$ cat src/rtl/audio_sample_fetcher_pkg.sv
// Shared definitions for the audio sample fetcher: widths, FIFO sizing,
// fetch FSM encoding and the sample packing helper.
package audio_sample_fetcher_pkg;

  localparam int SAMPLE_W   = 11;
  localparam int ADDR_W     = 24;
  localparam int FIFO_DEPTH = 4;
  localparam int LEVEL_W    = 3;
  localparam int PTR_W      = 2;

  localparam logic [LEVEL_W-1:0] LEVEL_FULL  = LEVEL_W'(FIFO_DEPTH);
  localparam logic [LEVEL_W-1:0] LEVEL_EMPTY = '0;

  typedef enum logic [2:0] {
    ST_IDLE    = 3'd0,
    ST_REQ_HI  = 3'd1,
    ST_WAIT_HI = 3'd2,
    ST_REQ_LO  = 3'd3,
    ST_WAIT_LO = 3'd4,
    ST_PUSH    = 3'd5
  } fetch_state_t;

  // Only the three low bits of the high byte carry sample data.
  function automatic logic [SAMPLE_W-1:0] pack_sample(input logic [2:0] hi_bits,
                                                      input logic [7:0] lo_byte);
    return {hi_bits, lo_byte};
  endfunction

endpackage

$ cat src/rtl/audio_sample_fetcher_sample_fifo.sv
// Four-entry sample FIFO with synchronous push/pop, flush and occupancy.
// Push when full and pop when empty are ignored; the head entry is always
// visible on pop_data.
module sample_fifo
  import audio_sample_fetcher_pkg::*;
(
  input  logic                clk_in,
  input  logic                reset_n,
  input  logic                flush,
  input  logic                push,
  input  logic [SAMPLE_W-1:0] push_data,
  input  logic                pop,
  output logic [SAMPLE_W-1:0] pop_data,
  output logic [LEVEL_W-1:0]  level
);

  logic [SAMPLE_W-1:0] mem [FIFO_DEPTH];
  logic [PTR_W-1:0]    wr_ptr;
  logic [PTR_W-1:0]    rd_ptr;
  logic [LEVEL_W-1:0]  count;
  logic                do_push;
  logic                do_pop;

  assign do_push  = push && (count != LEVEL_FULL);
  assign do_pop   = pop && (count != LEVEL_EMPTY);
  assign pop_data = mem[rd_ptr];
  assign level    = count;

  // Storage write; contents need no reset because count gates every read.
  always_ff @(posedge clk_in) begin
    if (do_push) begin
      mem[wr_ptr] <= push_data;
    end
  end

  // Pointer and occupancy tracking; simultaneous push and pop keep the level.
  always_ff @(posedge clk_in or negedge reset_n) begin
    if (!reset_n) begin
      wr_ptr <= '0;
      rd_ptr <= '0;
      count  <= '0;
    end else if (flush) begin
      wr_ptr <= '0;
      rd_ptr <= '0;
      count  <= '0;
    end else begin
      if (do_push) begin
        wr_ptr <= wr_ptr + 1'b1;
      end
      if (do_pop) begin
        rd_ptr <= rd_ptr + 1'b1;
      end
      case ({do_push, do_pop})
        2'b10:   count <= count + 1'b1;
        2'b01:   count <= count - 1'b1;
        default: count <= count;
      endcase
    end
  end

endmodule

$ cat src/rtl/audio_sample_fetcher.sv
// Audio sample fetcher: reads two-byte samples from SPI flash into a small
// FIFO and hands one sample to the I2S serializer on each word-clock edge.
//
// state    | meaning
// ---------+-----------------------------------------------------------
// IDLE     | waiting for enable and FIFO room
// REQ_HI   | one-cycle read request for the high byte
// WAIT_HI  | waiting for a fresh rising edge of spi_data_ready
// REQ_LO   | one-cycle read request for the low byte (high address + 1)
// WAIT_LO  | waiting for a fresh rising edge of spi_data_ready
// PUSH     | write the assembled sample, advance the address
module audio_sample_fetcher
  import audio_sample_fetcher_pkg::*;
(
  input  logic                clk_in,
  input  logic                reset_n,
  input  logic                enable,
  input  logic [ADDR_W-1:0]   start_addr,
  input  logic [ADDR_W-1:0]   end_addr,
  input  logic                lrclk,
  output logic                spi_start,
  output logic [ADDR_W-1:0]   spi_addr,
  input  logic                spi_data_ready,
  input  logic [7:0]          spi_data,
  output logic [SAMPLE_W-1:0] sample_data,
  output logic [LEVEL_W-1:0]  fifo_level,
  output logic                underflow
);

  fetch_state_t        state;
  fetch_state_t        state_nxt;

  logic                lr_meta;
  logic                lr_sync;
  logic                lr_prev;
  logic                rdy_prev;
  logic                en_prev;
  logic                abort;

  logic [ADDR_W-1:0]   cur_addr;
  logic [ADDR_W-1:0]   lo_addr;
  logic [ADDR_W-1:0]   next_addr;
  logic [2:0]          hi_bits;
  logic [7:0]          lo_byte;

  logic                lr_event;
  logic                rdy_rise;
  logic                en_rise;
  logic                discard;
  logic                fifo_full;
  logic                fifo_empty;

  logic                fifo_push;
  logic                fifo_pop;
  logic                fifo_flush;
  logic [SAMPLE_W-1:0] fifo_rd_data;

  assign lr_event   = lr_sync & ~lr_prev;
  assign rdy_rise   = spi_data_ready & ~rdy_prev;
  assign en_rise    = enable & ~en_prev;
  // A transaction that saw enable low at any point is finished but not kept.
  assign discard    = ~enable | abort;
  assign fifo_full  = (fifo_level == LEVEL_FULL);
  assign fifo_empty = (fifo_level == LEVEL_EMPTY);

  // Loop playback: wrap once the low byte reaches the inclusive end address.
  assign lo_addr    = cur_addr + ADDR_W'(1);
  assign next_addr  = (lo_addr >= end_addr) ? start_addr : cur_addr + ADDR_W'(2);

  // Fetch FSM state register.
  always_ff @(posedge clk_in or negedge reset_n) begin
    if (!reset_n) begin
      state <= ST_IDLE;
    end else begin
      state <= state_nxt;
    end
  end

  // Fetch FSM next-state logic; WAIT states leave only on a fresh ready edge.
  always_comb begin
    state_nxt = state;
    unique case (state)
      ST_IDLE:    if (enable && !fifo_full) state_nxt = ST_REQ_HI;
      ST_REQ_HI:  state_nxt = ST_WAIT_HI;
      ST_WAIT_HI: if (rdy_rise) state_nxt = discard ? ST_IDLE : ST_REQ_LO;
      ST_REQ_LO:  state_nxt = ST_WAIT_LO;
      ST_WAIT_LO: if (rdy_rise) state_nxt = discard ? ST_IDLE : ST_PUSH;
      ST_PUSH:    state_nxt = ST_IDLE;
      default:    state_nxt = ST_IDLE;
    endcase
  end

  // Fetch FSM outputs and FIFO controls.
  always_comb begin
    spi_start  = 1'b0;
    fifo_push  = 1'b0;
    fifo_pop   = 1'b0;
    fifo_flush = ~enable;
    if (state == ST_REQ_HI || state == ST_REQ_LO) begin
      spi_start = 1'b1;
    end
    if (state == ST_PUSH && !discard) begin
      fifo_push = 1'b1;
    end
    if (enable && lr_event && !fifo_empty) begin
      fifo_pop = 1'b1;
    end
  end

  // Word-clock synchronizer plus edge history for lrclk, ready and enable.
  always_ff @(posedge clk_in or negedge reset_n) begin
    if (!reset_n) begin
      lr_meta  <= 1'b0;
      lr_sync  <= 1'b0;
      lr_prev  <= 1'b0;
      rdy_prev <= 1'b0;
      en_prev  <= 1'b0;
    end else begin
      lr_meta  <= lrclk;
      lr_sync  <= lr_meta;
      lr_prev  <= lr_sync;
      rdy_prev <= spi_data_ready;
      en_prev  <= enable;
    end
  end

  // Remember an enable drop anywhere inside a transaction.
  always_ff @(posedge clk_in or negedge reset_n) begin
    if (!reset_n) begin
      abort <= 1'b0;
    end else if (state == ST_IDLE) begin
      abort <= 1'b0;
    end else if (!enable) begin
      abort <= 1'b1;
    end
  end

  // Capture returned bytes on the accepted ready edge.
  always_ff @(posedge clk_in or negedge reset_n) begin
    if (!reset_n) begin
      hi_bits <= '0;
      lo_byte <= '0;
    end else if (rdy_rise) begin
      if (state == ST_WAIT_HI) begin
        hi_bits <= spi_data[2:0];
      end
      if (state == ST_WAIT_LO) begin
        lo_byte <= spi_data;
      end
    end
  end

  // Sample pointer: reload on enable rising, advance after each kept sample.
  always_ff @(posedge clk_in or negedge reset_n) begin
    if (!reset_n) begin
      cur_addr <= '0;
    end else if (en_rise) begin
      cur_addr <= start_addr;
    end else if (fifo_push) begin
      cur_addr <= next_addr;
    end
  end

  // Request address, held from the REQ cycle through its WAIT state.
  always_ff @(posedge clk_in or negedge reset_n) begin
    if (!reset_n) begin
      spi_addr <= '0;
    end else if (state == ST_IDLE && state_nxt == ST_REQ_HI) begin
      spi_addr <= en_rise ? start_addr : cur_addr;
    end else if (state == ST_WAIT_HI && state_nxt == ST_REQ_LO) begin
      spi_addr <= spi_addr + ADDR_W'(1);
    end
  end

  // Presented sample: cleared while disabled, updated on each pop.
  always_ff @(posedge clk_in or negedge reset_n) begin
    if (!reset_n) begin
      sample_data <= '0;
    end else if (!enable) begin
      sample_data <= '0;
    end else if (fifo_pop) begin
      sample_data <= fifo_rd_data;
    end
  end

  // Sticky underflow: set when a word-clock edge finds nothing to send.
  always_ff @(posedge clk_in or negedge reset_n) begin
    if (!reset_n) begin
      underflow <= 1'b0;
    end else if (en_rise) begin
      underflow <= 1'b0;
    end else if (enable && lr_event && fifo_empty) begin
      underflow <= 1'b1;
    end
  end

  sample_fifo u_sample_fifo (
    .clk_in    (clk_in),
    .reset_n   (reset_n),
    .flush     (fifo_flush),
    .push      (fifo_push),
    .push_data (pack_sample(hi_bits, lo_byte)),
    .pop       (fifo_pop),
    .pop_data  (fifo_rd_data),
    .level     (fifo_level)
  );

endmodule
$ cat config.mk
export PLATFORM = sky130hd
export DESIGN_NAME = audio_sample_fetcher
export DESIGN_NICKNAME = d
export VERILOG_FILES = /design/src/rtl/audio_sample_fetcher_pkg.sv /design/src/rtl/audio_sample_fetcher_sample_fifo.sv /design/src/rtl/audio_sample_fetcher.sv
export SDC_FILE = /design/constraint.sdc
export NUM_CORES = 1
export LEC_CHECK = 0
export BUFFER_PORTS_ARGS = -buffer_cell sky130_fd_sc_hd__buf_2
export CAP_MARGIN = 5
export CORE_ASPECT_RATIO = 2
export CORE_MARGIN = 5
export CORE_UTILIZATION = 60
export CTS_BUF_LIST = sky130_fd_sc_hd__clkbuf_8
export CTS_CLUSTER_SIZE = 40
export DETAILED_ROUTE_END_ITERATION = 8
export GPL_TIMING_DRIVEN = 0
export PLACE_DENSITY_LB_ADDON = 0.2
export SYNTH_ARGS = -nofsm -noshare
export SYNTH_HDL_FRONTEND = slang
export SYNTH_HIERARCHICAL = 1
export SYNTH_SLANG_ARGS = --single-unit
$ cat constraint.sdc
create_clock -name clk_in -period 4.26 [get_ports clk_in]
set_clock_uncertainty 0.15 [all_clocks]
set_input_delay 0.426 -clock clk_in [delete_from_list [all_inputs] [get_ports clk_in]]
set_output_delay 0.426 -clock clk_in [all_outputs]
set_load 0.05 [all_outputs]
## Word-level counts from Yosys, hierarchy flattened

Memory sizes are Yosys's and may differ from the RTL's.
Cells that the tools add are included.

- Register bits: 87
- Bits in writable memories: 44
- Memories: 1

Memory list:

| name | depth | bits a word | rd ports | clocked after memory_dff | wr ports | RTL line | RTL |
|---|---|---|---|---|---|---|---|
| u_sample_fifo.mem | 4 | 11 | 1 | 0 | 1 | audio_sample_fetcher_sample_fifo.sv:17 | `logic [SAMPLE_W-1:0] mem [FIFO_DEPTH];` |

- Add/subtract/negate cells: 7
- Magnitude comparators: 1
- Eq/ne operators: 16
- Muxes and demuxes: 29
- Bitwise operators: 8
- Reductions and logical operators: 21

Operators with widths:

| kind | count |
|---|---|
| two-way mux 24 bit | 6 |
| adder 24 x 1 -> 24 bit, second input constant | 2 |
| adder 24 x 2 -> 24 bit, second input constant | 1 |
| >= comparator 24 bit | 1 |
| two-way mux 11 bit | 2 |
| two-way mux 3 bit | 5 |
| one-hot mux 3 bit (5 select lines) | 1 |
| two-way mux 2 bit | 5 |
| == test 3 x 2 -> 1 bit, second input constant | 3 |
| == test 3 bit, second input constant | 3 |
| logical AND 1 bit | 9 |
| two-way mux 1 bit | 9 |
| != test 2 x 1 -> 1 bit, second input constant | 4 |
| == test 3 x 1 -> 1 bit, second input constant | 2 |
| logical NOT 3 bit | 2 |
| one-hot mux 3 bit (2 select lines) | 1 |
| nonzero test 2 bit | 3 |
| adder 2 x 1 -> 2 bit, second input constant | 2 |
| NOT 1 bit | 4 |
| AND reduction 2 bit | 2 |
| adder 3 x 1 -> 3 bit, second input constant | 1 |
| bitwise AND 1 bit | 3 |
| logical NOT 1 bit | 3 |
| != test 3 x 1 -> 1 bit, second input constant | 1 |
| other kinds (7) | 7 |

## Logic depth before layout (Yosys ltp)

Gate-level depths: netlist of the first run.

- Depth in word-level cells: 9
- Depth in mapped cells: 16
- Gate-level depth less buffers: 14

## Modules after synthesis

The synthesis of the first run kept the hierarchy.

Modules (own cells, without submodules):

| module | times used | cells each | area each (um^2) |
|---|---|---|---|
| audio_sample_fetcher | 1 | 629 | 5482.8 |
| sample_fifo | 1 | 121 | 2198.4 |

## Least setup slack after synthesis of the first run

No wires, ideal clock.

- Path type: reg2reg
- Start point: reg cur_addr[1]
- End point: reg cur_addr[18]
- Library setup time: 0.094 ns
- Arrival time: 3.519 ns
- Path slack: 0.497 ns
- Stages on the path, launching flop included: 17
- Path buffers: 2
- Path through: dfrtp_1 > ha_1 > nand3_1 > or2_2 > nor3_1 > nand4_1 > nor2_1 > xor2_1 > ha_1 > nand4_1 > nand2b_1 > nor3_1 > o41a_1 > clkbuf_1 > clkbuf_1 > nor3_1 > a211oi_1

- Longest elaborated chain between the ends: 5
- Elaborated cells between the ends (all ways): 6
- Classes of those cells: add/sub (2); order compare (1); mux (3)

RTL lines:

| element | RTL line | RTL |
|---|---|---|
| start: declaration | audio_sample_fetcher.sv:40 | `logic [ADDR_W-1:0] cur_addr;` |
| start signal: assignment | audio_sample_fetcher.sv:158 | `cur_addr <= start_addr;` |
| start signal: assignment | audio_sample_fetcher.sv:160 | `cur_addr <= next_addr;` |
| adder 24 x 1 -> 24 bit | audio_sample_fetcher.sv:67 | `assign lo_addr = cur_addr + ADDR_W'(1);` |
| >= comparator 24 bit | audio_sample_fetcher.sv:68 | `assign next_addr = (lo_addr >= end_addr) ? start_addr : cur_addr + ADDR_W'(2);` |
| two-way mux 24 bit * | audio_sample_fetcher.sv:68 |  |
| two-way mux 24 bit * | audio_sample_fetcher.sv:159 | `end else if (fifo_push) begin` |
| two-way mux 24 bit * | audio_sample_fetcher.sv:157 | `end else if (en_rise) begin` |

Mark *: on every way between the ends. The rest lies on a longest branch, timed or not. The select of a mux whose other input is x is not followed.
A chain may end at the register's enable or synchronous reset.

## Final worst setup path of the first run

- Start point: reg cur_addr[12]
- End point: reg cur_addr[0]

- Longest elaborated chain between the ends: 5

RTL lines:

| element | RTL line |
|---|---|
| adder 24 x 1 -> 24 bit | audio_sample_fetcher.sv:67 |
| >= comparator 24 bit | audio_sample_fetcher.sv:68 |
| two-way mux 24 bit | audio_sample_fetcher.sv:68 |
| two-way mux 24 bit | audio_sample_fetcher.sv:159 |
| two-way mux 24 bit | audio_sample_fetcher.sv:157 |

Every way passes these cells. The select of a mux whose other input is x is not followed.

==> results of run 1 <==
cell usage after synthesis, types with 7 or more instances:
cell and n:
and2_1 7, dfrtp_1 87, buf_2 10, o21ai_0 18
inv_1 37, nand3_1 32, mux4_2 10, nor2b_1 25
mux2_2 12, xor2_1 17, xnor2_1 32, clkbuf_1 31
a21oi_1 34, nand2_1 68, mux2i_1 15, edfxtp_1 44
ha_1 31, nor2_1 41, nor4_1 7, o211ai_1 22
and3_1 11, nand2b_1 13, a211oi_1 29, nor3_1 23
nand4_1 14, a211o_1 8
area by class of cell:
| class | instances | area, um^2 |
|---|---|---|
| Sequential cell | 131 | 3501 |
| Timing Repair Buffer | 106 | 573.1 |
| Tap cell | 150 | 187.7 |
| Buffer | 48 | 245.2 |
| Fill cell | 949 | 3625 |
| Inverter | 38 | 142.6 |
| Multi-Input combinational cell | 533 | 3859 |
| Clock buffer | 17 | 234.0 |
| Clock inverter | 15 | 187.7 |
cells by family after synthesis:
| family | after synthesis | share of synthesized area [%] |
|---|---|---|
| AOI/OAI and AO/OA | 141 | 12.71 |
| xor gates and xnor gates | 49 | 5.587 |
| adders and majority gates | 32 | 5.310 |
| buffers and inverters | 86 | 4.870 |
| DFF | 131 | 45.54 |
| muxes | 38 | 6.988 |
| and+or+nand+nor | 273 | 18.99 |
through the flow:
| stage | util, % | cell area [um^2] | setup TNS, ps |
|---|---|---|---|
| 2_1_floorplan | - | 7681 | 0 |
| 3_3_place_gp | 66.66 | 8369 | -10120 |
| 3_5_place_dp | 66.90 | 8399 | -11400 |
| 4_1_cts | 70.80 | 8889 | 0 |
| 5_1_grt | 71.13 | 8930 | 0 |
| 6_report | 71.13 | 8930 | 0 |
state kept, by name, summed over array words and instances (netlist names), 2 cells and up:
name,count
u_sample_fifo/rd_ptr,2
sample_data,11
state,3
lo_byte,8
hi_bits,3
cur_addr,24
spi_addr,24
u_sample_fifo/level,3
u_sample_fifo/wr_ptr,2
u_sample_fifo/mem,44
worst max-delay path: stages, from the launching register on:
cell and delay, ps:
dfrtp_1 340, clkbuf_1 270, nand2_1 230, nor4_4 350, nand4_4 210, nor3_1 250
xor2_1 220, ha_1 280, a21o_1 180, a21o_1 180, a211oi_2 260, o21ai_1 160
o21ai_1 470, mux2_2 400
metal layers:
metal	part of all wire, %	track usage, %
met2	57	52.74
met3	4.6	4.423
met5	0	0
met4	6.1	19.83
met1	32	25.52
power groups by stage:
stage / clock network [W] / logic (W) / registers [W]
after floorplan: 0 / 0.00136 / 0.00230
after global placement: 0 / 0.00222 / 0.00197
after detailed placement: 0 / 0.00232 / 0.00199
after CTS: 0.00113 / 0.00236 / 0.00197
after global routing: 0.00118 / 0.00260 / 0.00203
final: 0.00112 / 0.00239 / 0.00199
worst max path at each step:
stage	slack, ps	start	to	cells past startpoint
final	190	cur_addr[12]	cur_addr[0]	13
after global routing	10	cur_addr[12]	cur_addr[7]	15
after CTS	1	cur_addr[1]	cur_addr[11]	16
after detailed placement	-620	cur_addr[1]	cur_addr[8]	14
after global placement	-540	cur_addr[1]	cur_addr[21]	14
after floorplan	500	cur_addr[1]	cur_addr[18]	16
cells in the final DEF, fill, tap and decap left out, types with 4 or more instances in the layout:
| cell type | instances |
|---|---|
| nand3_1 | 32 |
| inv_1 | 37 |
| mux2_2 | 12 |
| nand2_1 | 67 |
| edfxtp_1 | 44 |
| ha_1 | 30 |
| o21ai_0 | 16 |
| o211ai_1 | 22 |
| xor2_1 | 17 |
| clkbuf_8 | 17 |
| a211oi_1 | 28 |
| buf_2 | 110 |
| nor2b_1 | 25 |
| and2_1 | 7 |
| nor4_1 | 7 |
| or4_1 | 5 |
| dfrtp_1 | 85 |
| and3_1 | 11 |
| xnor2_1 | 32 |
| a21o_1 | 5 |
| nor3_1 | 21 |
| mux2i_1 | 15 |
| nand2b_1 | 13 |
| buf_4 | 4 |
| or3_1 | 6 |
| nand4_1 | 14 |
| nor2_1 | 40 |
| inv_6 | 6 |
| buf_6 | 4 |
| clkbuf_1 | 26 |
| mux4_2 | 10 |
| a211o_1 | 8 |
| a21oi_1 | 34 |
timing repair:
| item | 4_1_cts | 5_1_grt |
|---|---|---|
| setup endpoints to repair | 24 | 23 |
| hold buffers | 3 | 0 |
| hold endpoints to repair | 32 | 0 |
| buffers inserted | 1 | 0 |
| pin swaps | 1 | 2 |
| resized for setup | 13 | 12 |
==> results.cfg, run 1 <==
[global_routing]
grt_start_max_net_pins = 58
gr-total-overflow = 0
grt_pass1_wl_um = 33240
track_usage_pct = 27.49
grt_pass1_vias = 6759
antenna_found_initial = 0

[synthesis]
synth_edf_count = 44
syn_nets = 843
synth.area.top_cells = dfrtp_1, edfxtp_1, ha_1, xnor2_1, nand2_1
synth_flop_cell = dfrtp_1
synth_top_area_share_pct = 28.34
synthDistinctLibCells = 66
syn_inst = 750
yosys_warnings = 6
ys_async_sr_fraction_pct = 66.41
netlist_area_mm2 = 0.007681
avgSynthCellArea_um2 = 10.24
synth_largest_area_cell = dfrtp_1
ys_ff_latch = 131
synth-seq-area-share_pct = 45.54

[cells_and_area]
finalNonFillerCells = 1038
area_growth_pct = 16.26
drive_above_1_share_pct = 22.64
antenna_cells = 0
nNetsFinal = 968

[die]
num_rows = 58
core_area_mm2 = 0.01255
dieWidth_um = 90.01
ioPinCount = 101
start_util_pct = 61.18
die_h_um = 170.0
dieArea_mm2 = 0.01530

[worst_setup_path]
crit_fanout = 9
r2r_start = cur_addr[12]
reg2reg_depth = 13
r2r_setup_slack_ps = 190
reg2reg_to = cur_addr[0]
crit_required_ps = 4450
worstSetupPathType = reg2reg
cp-end-kind = flip-flop
critPathLaunchType = flip-flop
cp.arrival_ps = 4260

[clock_network]
cts_tree = done
cts_buffer_depth = 2
cts.sinks = 131
root_buffer = clkbuf_8
cts_inserted_buffers = 17
h-tree-depth = 4
clk_latency_ps = 450
clk_pin_slew_ps = 90

[min_path]
holdPathEnd = en_prev
hold_depth = 1
hp-start = enable
hp-class = in2reg

[detailed_routing]
via_count = 6396
dr.pass1.iters = 8
drcViolationCount = 0
ant_nets = 0
wl_um = 21050
avgViaCountPerCell = 6.162
wl_per_cell_um = 20.28
drt_iter0_drc = 391

[sta]
hold_viol_final = 0
slew_violations = 0
worst_slack_ps = 194.7
slew_headroom_pct = 32.15
holdWs_ps = 21.22
rsz0062_at_grt = no
max_freq_mhz = 246.0
setup_viol_count_final = 0
finalCritPeriodShare_pct = 95.43
period_minus_slack_ps = 4065
worst_slew_pin_slew_ps = 1014

[placed_design]
dp_hpwl_um = 16070
io_buffers = 100
placed_cells = 1001
pre_cts_slack_ps = -619.4
routabilityCongestion = 0.9037

[power]
p_per_area_mw_per_mm2 = 615.5
clockPowerShare_pct = 20.3
switching_share_pct = 44.55
p_comb_share_pct = 43.5
p_seq_share_pct = 36.2
peakVddDrop_uv = 358.5
p_total_w = 0.005496
power_switching_w = 0.002449
p_leak_nw = 3.677
internal-power_w = 0.003048

[run]
drv_cap = 0

[outcome]
status = complete, no violations
(Power assumes the default switching activity.)
==> run 2: changes to the inputs <==
--- a/config.mk
+++ b/config.mk
@@ -8,9 +8,8 @@
 export BUFFER_PORTS_ARGS = -buffer_cell sky130_fd_sc_hd__buf_2
 export CAP_MARGIN = 5
 export CORE_ASPECT_RATIO = 2
-export CORE_MARGIN = 5
-export CORE_UTILIZATION = 60
-export CTS_BUF_LIST = sky130_fd_sc_hd__clkbuf_8
+export CORE_MARGIN = 2
+export CORE_UTILIZATION = 59
 export CTS_CLUSTER_SIZE = 40
 export DETAILED_ROUTE_END_ITERATION = 8
 export GPL_TIMING_DRIVEN = 0
==> run 2 against run 1 <==
  * Highest routed layer unchanged
  * Critical path type unchanged
  * Via count grew 0.84%
  * First-iteration DRC count rose by 32%
  * Power up 7.2%
  * Design area up 2.5%
==> results.cfg, run 2 (synthesis results as in run 1) <==
[die]
start_util_pct = 59.80
die_h_um = 165.4
num_rows = 59
dieArea_mm2 = 0.01400
dieWidth_um = 84.68
ioPinCount = 101
core_area_mm2 = 0.01284

[cells_and_area]
utilization_pct = 71.24
area_growth_pct = 19.12
finalNonFillerCells = 1041
multi_input_area_mm2 = 0.003852
antenna_cells = 0
top_register = u_sample_fifo/mem
ff_latch_area_mm2 = 0.003501
layout_common_cells = buf_2, dfrtp_1, nand2_1, edfxtp_1, nor2_1
final_common_cell = buf_2
fill_cells = 970
nNetsFinal = 969
reg.largest.list = u_sample_fifo/mem x44, cur_addr x24, spi_addr x24
drive_above_1_share_pct = 22.72
largest_reg_flops = 44

[worst_setup_path]
r2r_setup_slack_ps = 180
critPathLaunchType = flip-flop
worstSetupPathType = reg2reg
crit_fanout = 10
cp-end-kind = flip-flop
crit_required_ps = 4380
cp.arrival_ps = 4200

[detailed_routing]
drt_iter0_drc = 515
wl_per_cell_um = 18.75
ant_nets = 0
via_count = 6450
drcViolationCount = 0
avgViaCountPerCell = 6.196
dr.pass1.iters = 5
wl_um = 19520

[sta]
fin_setup_tns_ps = 0
hold_viol_final = 0
max_freq_mhz = 245.4
finalCritPeriodShare_pct = 95.67
worst_slack_ps = 184.3
setup_viol_count_final = 0
slew_violations = 0
period_minus_slack_ps = 4076
slew_headroom_pct = 28.14
worst_slew_pin_slew_ps = 1063

[clock_network]
cts_tree = done
cts.sinks = 131
clk_pin_slew_ps = 70
h-tree-depth = 4
cts_buffer_depth = 2
cts_inserted_buffers = 17
root_buffer = clkbuf_16
clk_latency_ps = 420

[global_routing]
grt_start_max_net_pins = 46
track_usage_pct = 28.32
grt_pass1_wl_um = 30880
antenna_found_initial = 0
grt_pass1_vias = 6176
gr-total-overflow = 0

[placed_design]
io_buffers = 100
routabilityCongestion = 0.9463
pre_cts_slack_ps = -324.4
dp_hpwl_um = 13350
placed_cells = 1003

[outcome]
status = complete, no violations

[run]
drv_cap = 0

[power]
p_per_area_mw_per_mm2 = 644.1
p_leak_nw = 3.780
peakVddDrop_uv = 645.5

[min_path]
hp-class = in2reg
run 2: routing by layer:
| layer | vias up | GRT usage, % | part of all wire (%) |
|---|---|---|---|
| met2 | 278 | 46.64 | 50 |
| li1 | 2985 | - | - |
| met4 | 0 | 9.235 | 2.3 |
| met1 | 3149 | 38.32 | 42 |
| met3 | 38 | 4.821 | 6.2 |
| met5 | - | 0 | 0 |
run 2: worst max-delay path, cell delays in order (launching register included):
cell and delay [ps]:
dfrtp_1 320, clkbuf_1 300, nand2_1 230, nor4_4 280, buf_4 180, nand4_4 150
nor3_2 230, xor2_1 180, ha_1 270, a21o_1 180, a21o_1 180, a211oi_1 290
o21ai_1 160, buf_2 220, buf_2 230, o211ai_1 210, o311ai_0 160
run 2: per-stage QoR:
stage / total power [W] / hold WS, ps / instance area [um^2]
global route: 0.006224 / 55.46 / 9150
global placement: 0.004195 / 182.9 / 8372
finish: 0.005894 / 59.49 / 9150
floorplan: 0.003659 / -19.59 / 7681
CTS: 0.005856 / 46.74 / 9099
detailed placement: 0.004268 / 190.9 / 8402
run 2: path summary, 6_finish.rpt:
| path | start | to | cells past startpoint |
|---|---|---|---|
| worst min register to register | lr_meta | lr_sync | 0 |
| worst max-delay path | cur_addr[12] | cur_addr[1] | 16 |
| max in group asynchronous | reset_n | spi_addr[19] | 3 |
| worst max register to register | cur_addr[12] | cur_addr[1] | 16 |
| worst min-delay path | enable | en_prev | 1 |
| min in group asynchronous | reset_n | sample_data[4] | 2 |
run 2: cell type report:
type                    count  share of cell area [%]
well taps                 152                   2.078
flip-flops and latches    131                   38.26
clock buffers              17                   4.649
clock inverters            15                   2.352
inverters                  38                   1.559
multi-input cells         533                   42.10
plain buffers              48                   2.625
repair buffers            107                   6.372
run 2: what timing repair did:
| action | CTS | global route |
|---|---|---|
| pin swaps | 1 | 1 |
| resized for setup | 5 | 20 |
| hold buffers | 3 | 0 |
| endpoints found under the setup margin | 23 | 23 |
| endpoints found under the hold margin | 44 | 0 |
| buffers inserted | 2 | 1 |
run 2: report_power, final:
group | leakage, nW | internal [W] | switching, W
logic | 2.02 | 0.000838 | 0.00150
clock network | 0.309 | 0.000906 | 0.000660
registers | 1.45 | 0.00165 | 0.000345
==> run 3: changes to the inputs <==
--- a/config.mk
+++ b/config.mk
@@ -9,7 +9,7 @@
 export CAP_MARGIN = 5
 export CORE_ASPECT_RATIO = 2
 export CORE_MARGIN = 2
-export CORE_UTILIZATION = 59
+export CORE_UTILIZATION = 53
 export CTS_CLUSTER_SIZE = 40
 export DETAILED_ROUTE_END_ITERATION = 8
 export GPL_TIMING_DRIVEN = 0
==> constraint.sdc (replaced) <==
create_clock -name clk_in -period 3.29 [get_ports clk_in]
set_clock_uncertainty 0.15 [all_clocks]
set_input_delay 0.329 -clock clk_in [delete_from_list [all_inputs] [get_ports clk_in]]
set_output_delay 0.329 -clock clk_in [all_outputs]
set_load 0.05 [all_outputs]
==> run 3 against run 2 <==
  * The flow now finishes with violations (setup timing)
  * Global-route usage is 0.60 points higher
  * Flip-flop and latch count stayed put
  * Critical path depth is 1 lower
  * Die area is 11% higher
  * Core utilization is 1.9 points lower
  * Largest power group unchanged
  * Register-to-register slack worse by 580 ps
  * Cell count is 8.3% higher
  * Clock power is 25% higher
  * Routed wire length is 15% higher
==> results.cfg, run 3 (synthesis results as in run 1) <==
[worst_setup_path]
crit_chain = nand4_4 -> nor4_4 -> buf_4 -> nand4_4 -> or3_1 -> xnor2_1 -> ha_1 -> and4_4 -> nand2b_4 -> nor3_4 -> o41a_1 -> clkbuf_8 -> clkbuf_8 -> o21ai_0 -> nor3b_2
max_stage_delay_ps = 430
cp_slowest_cell = dfrtp_2
worstSetupPathType = reg2reg
crit_fanout = 10
critPathLaunchType = flip-flop
cp_top_family = simple AND/OR/NAND/NOR gates
crit_required_ps = 3430
cp-end-kind = flip-flop
path_buf_inv = 3
cp.arrival_ps = 3830

[sta]
period_minus_slack_ps = 3686
setup_viol_count_final = 24
fin_setup_tns_ps = -8280
worst_slew_pin_slew_ps = 890.1
slew_headroom_pct = 40.66
rsz0062_at_grt = yes
max_freq_mhz = 271.3
worst_slack_ps = -395.7
slew_violations = 0
hold_viol_final = 0
finalCritPeriodShare_pct = 112.0

[detailed_routing]
ant_nets = 0
avgViaCountPerCell = 5.866
dr.pass1.iters = 5
wl_um = 22370
via_count = 6611
wl_per_cell_um = 19.85
drt_iter0_drc = 352
drcViolationCount = 0

[global_routing]
grt_pass1_wl_um = 33910
track_usage_pct = 28.93
antenna_found_initial = 0
grt_start_max_net_pins = 70
gr-total-overflow = 0
grt_pass1_vias = 6780

[cells_and_area]
drive_above_1_share_pct = 29.84
largest_reg_flops = 44
top_register = u_sample_fifo/mem
nNetsFinal = 1015
area_growth_pct = 28.90
reg.largest.list = u_sample_fifo/mem x44, cur_addr x24, spi_addr x24
fill_cells = 1084
design_area_mm2 = 0.009901
antenna_cells = 0
final_common_cell = buf_2
layout_common_cells = buf_2, dfrtp_1, nand2_1, edfxtp_1, buf_4

[die]
start_util_pct = 53.81
dieArea_mm2 = 0.01553
core_area_mm2 = 0.01427
num_rows = 62
dieWidth_um = 89.13
ioPinCount = 101
die_h_um = 174.3

[placed_design]
post_dp_cell_area_mm2 = 0.008608
io_buffers = 100
dp_hpwl_um = 16170
routabilityCongestion = 0.8767

[clock_network]
root_buffer = clkbuf_16
clk_latency_ps = 420
cts.sinks = 131
cts_buffer_depth = 2
cts_tree = done
clk_pin_slew_ps = 70
h-tree-depth = 4
cts_inserted_buffers = 17

[power]
p_total_w = 0.008283
peakVddDrop_uv = 476.0
p_leak_nw = 4.126
p_per_area_mw_per_mm2 = 836.6

[run]
drv_cap = 0

[outcome]
status = finished, violations left
violations = setup timing

[min_path]
hp-class = in2reg
## run 3: cell types whose count changed in the layout (fill, tap and decap cells not counted), moves of 4 or more
cell           delta
buf_4            +34
buf_2             -8
buf_6             +7
a211oi_1          -6
a211oi_2          +5
dlygate4sd3_1     +5
nor3_1            -5
clkbuf_1          -4
clkbuf_8          +4
clkinv_8          -4
dfrtp_1           -4
dfrtp_2           +4
nor3_2            +4
## run 3: what timing repair did
action / 4_1_cts / 5_1_grt
pin swaps: 27 / 29
setup endpoints to repair: 24 / 26
buffers inserted: 17 / 25
gates resized for setup: 35 / 16
hold buffers: 8 / 0
gates cloned: 1 / 1
endpoints found under the hold margin: 25 / 0
## run 3: worst paths after layout
kind	start	endpoint	slack (ps)	cells after the start
worst max-delay path	cur_addr[6]	cur_addr[11]	-400	15
worst min-delay path	spi_data[7]	lo_byte[7]	20	2
worst max register to register	cur_addr[6]	cur_addr[11]	-400	15
worst min register to register	lr_meta	lr_sync	210	0
max in group asynchronous	reset_n	spi_addr[17]	2130	3
min in group asynchronous	reset_n	sample_data[0]	190	2
## run 3: through the flow
stage,util (%),worst slack [ps],cells,hold WS (ps)
floorplan,-,-125.7,750,-116.6
global placement,60.06,-793.4,1042,188.4
detailed placement,60.31,-845.9,1044,86.53
CTS,67.22,-333.6,1102,1.901
global route,69.36,-537.5,1127,9.447
finish,69.36,-395.7,1127,15.86
## run 3: final cells by class
class                   count  area [um^2]  area share (%)
clock buffers              17        425.4           4.297
inverters                  38        142.6           1.441
well taps                 192        240.2           2.426
clock inverters            15        182.7           1.845
flip-flops and latches    131         3506           35.41
multi-input cells         533         4069           41.10
plain buffers              47        330.3           3.336
repair buffers            154         1005           10.15
## run 3: report_power, final
group / switching [W] / internal [W]
combinational: 0.00222 / 0.00152
sequential: 0.000446 / 0.00214
clock: 0.000805 / 0.00115
total: 0.00347 / 0.00481
## run 3: metal layers
layer / track usage (%) / part of all wire (%) / wire [um]
met1: 27.92 / 33 / 7275
met2: 53.43 / 56 / 12630
met3: 5.081 / 4.1 / 920
met4: 17.91 / 6.9 / 1542
met5: 0 / 0 / 0
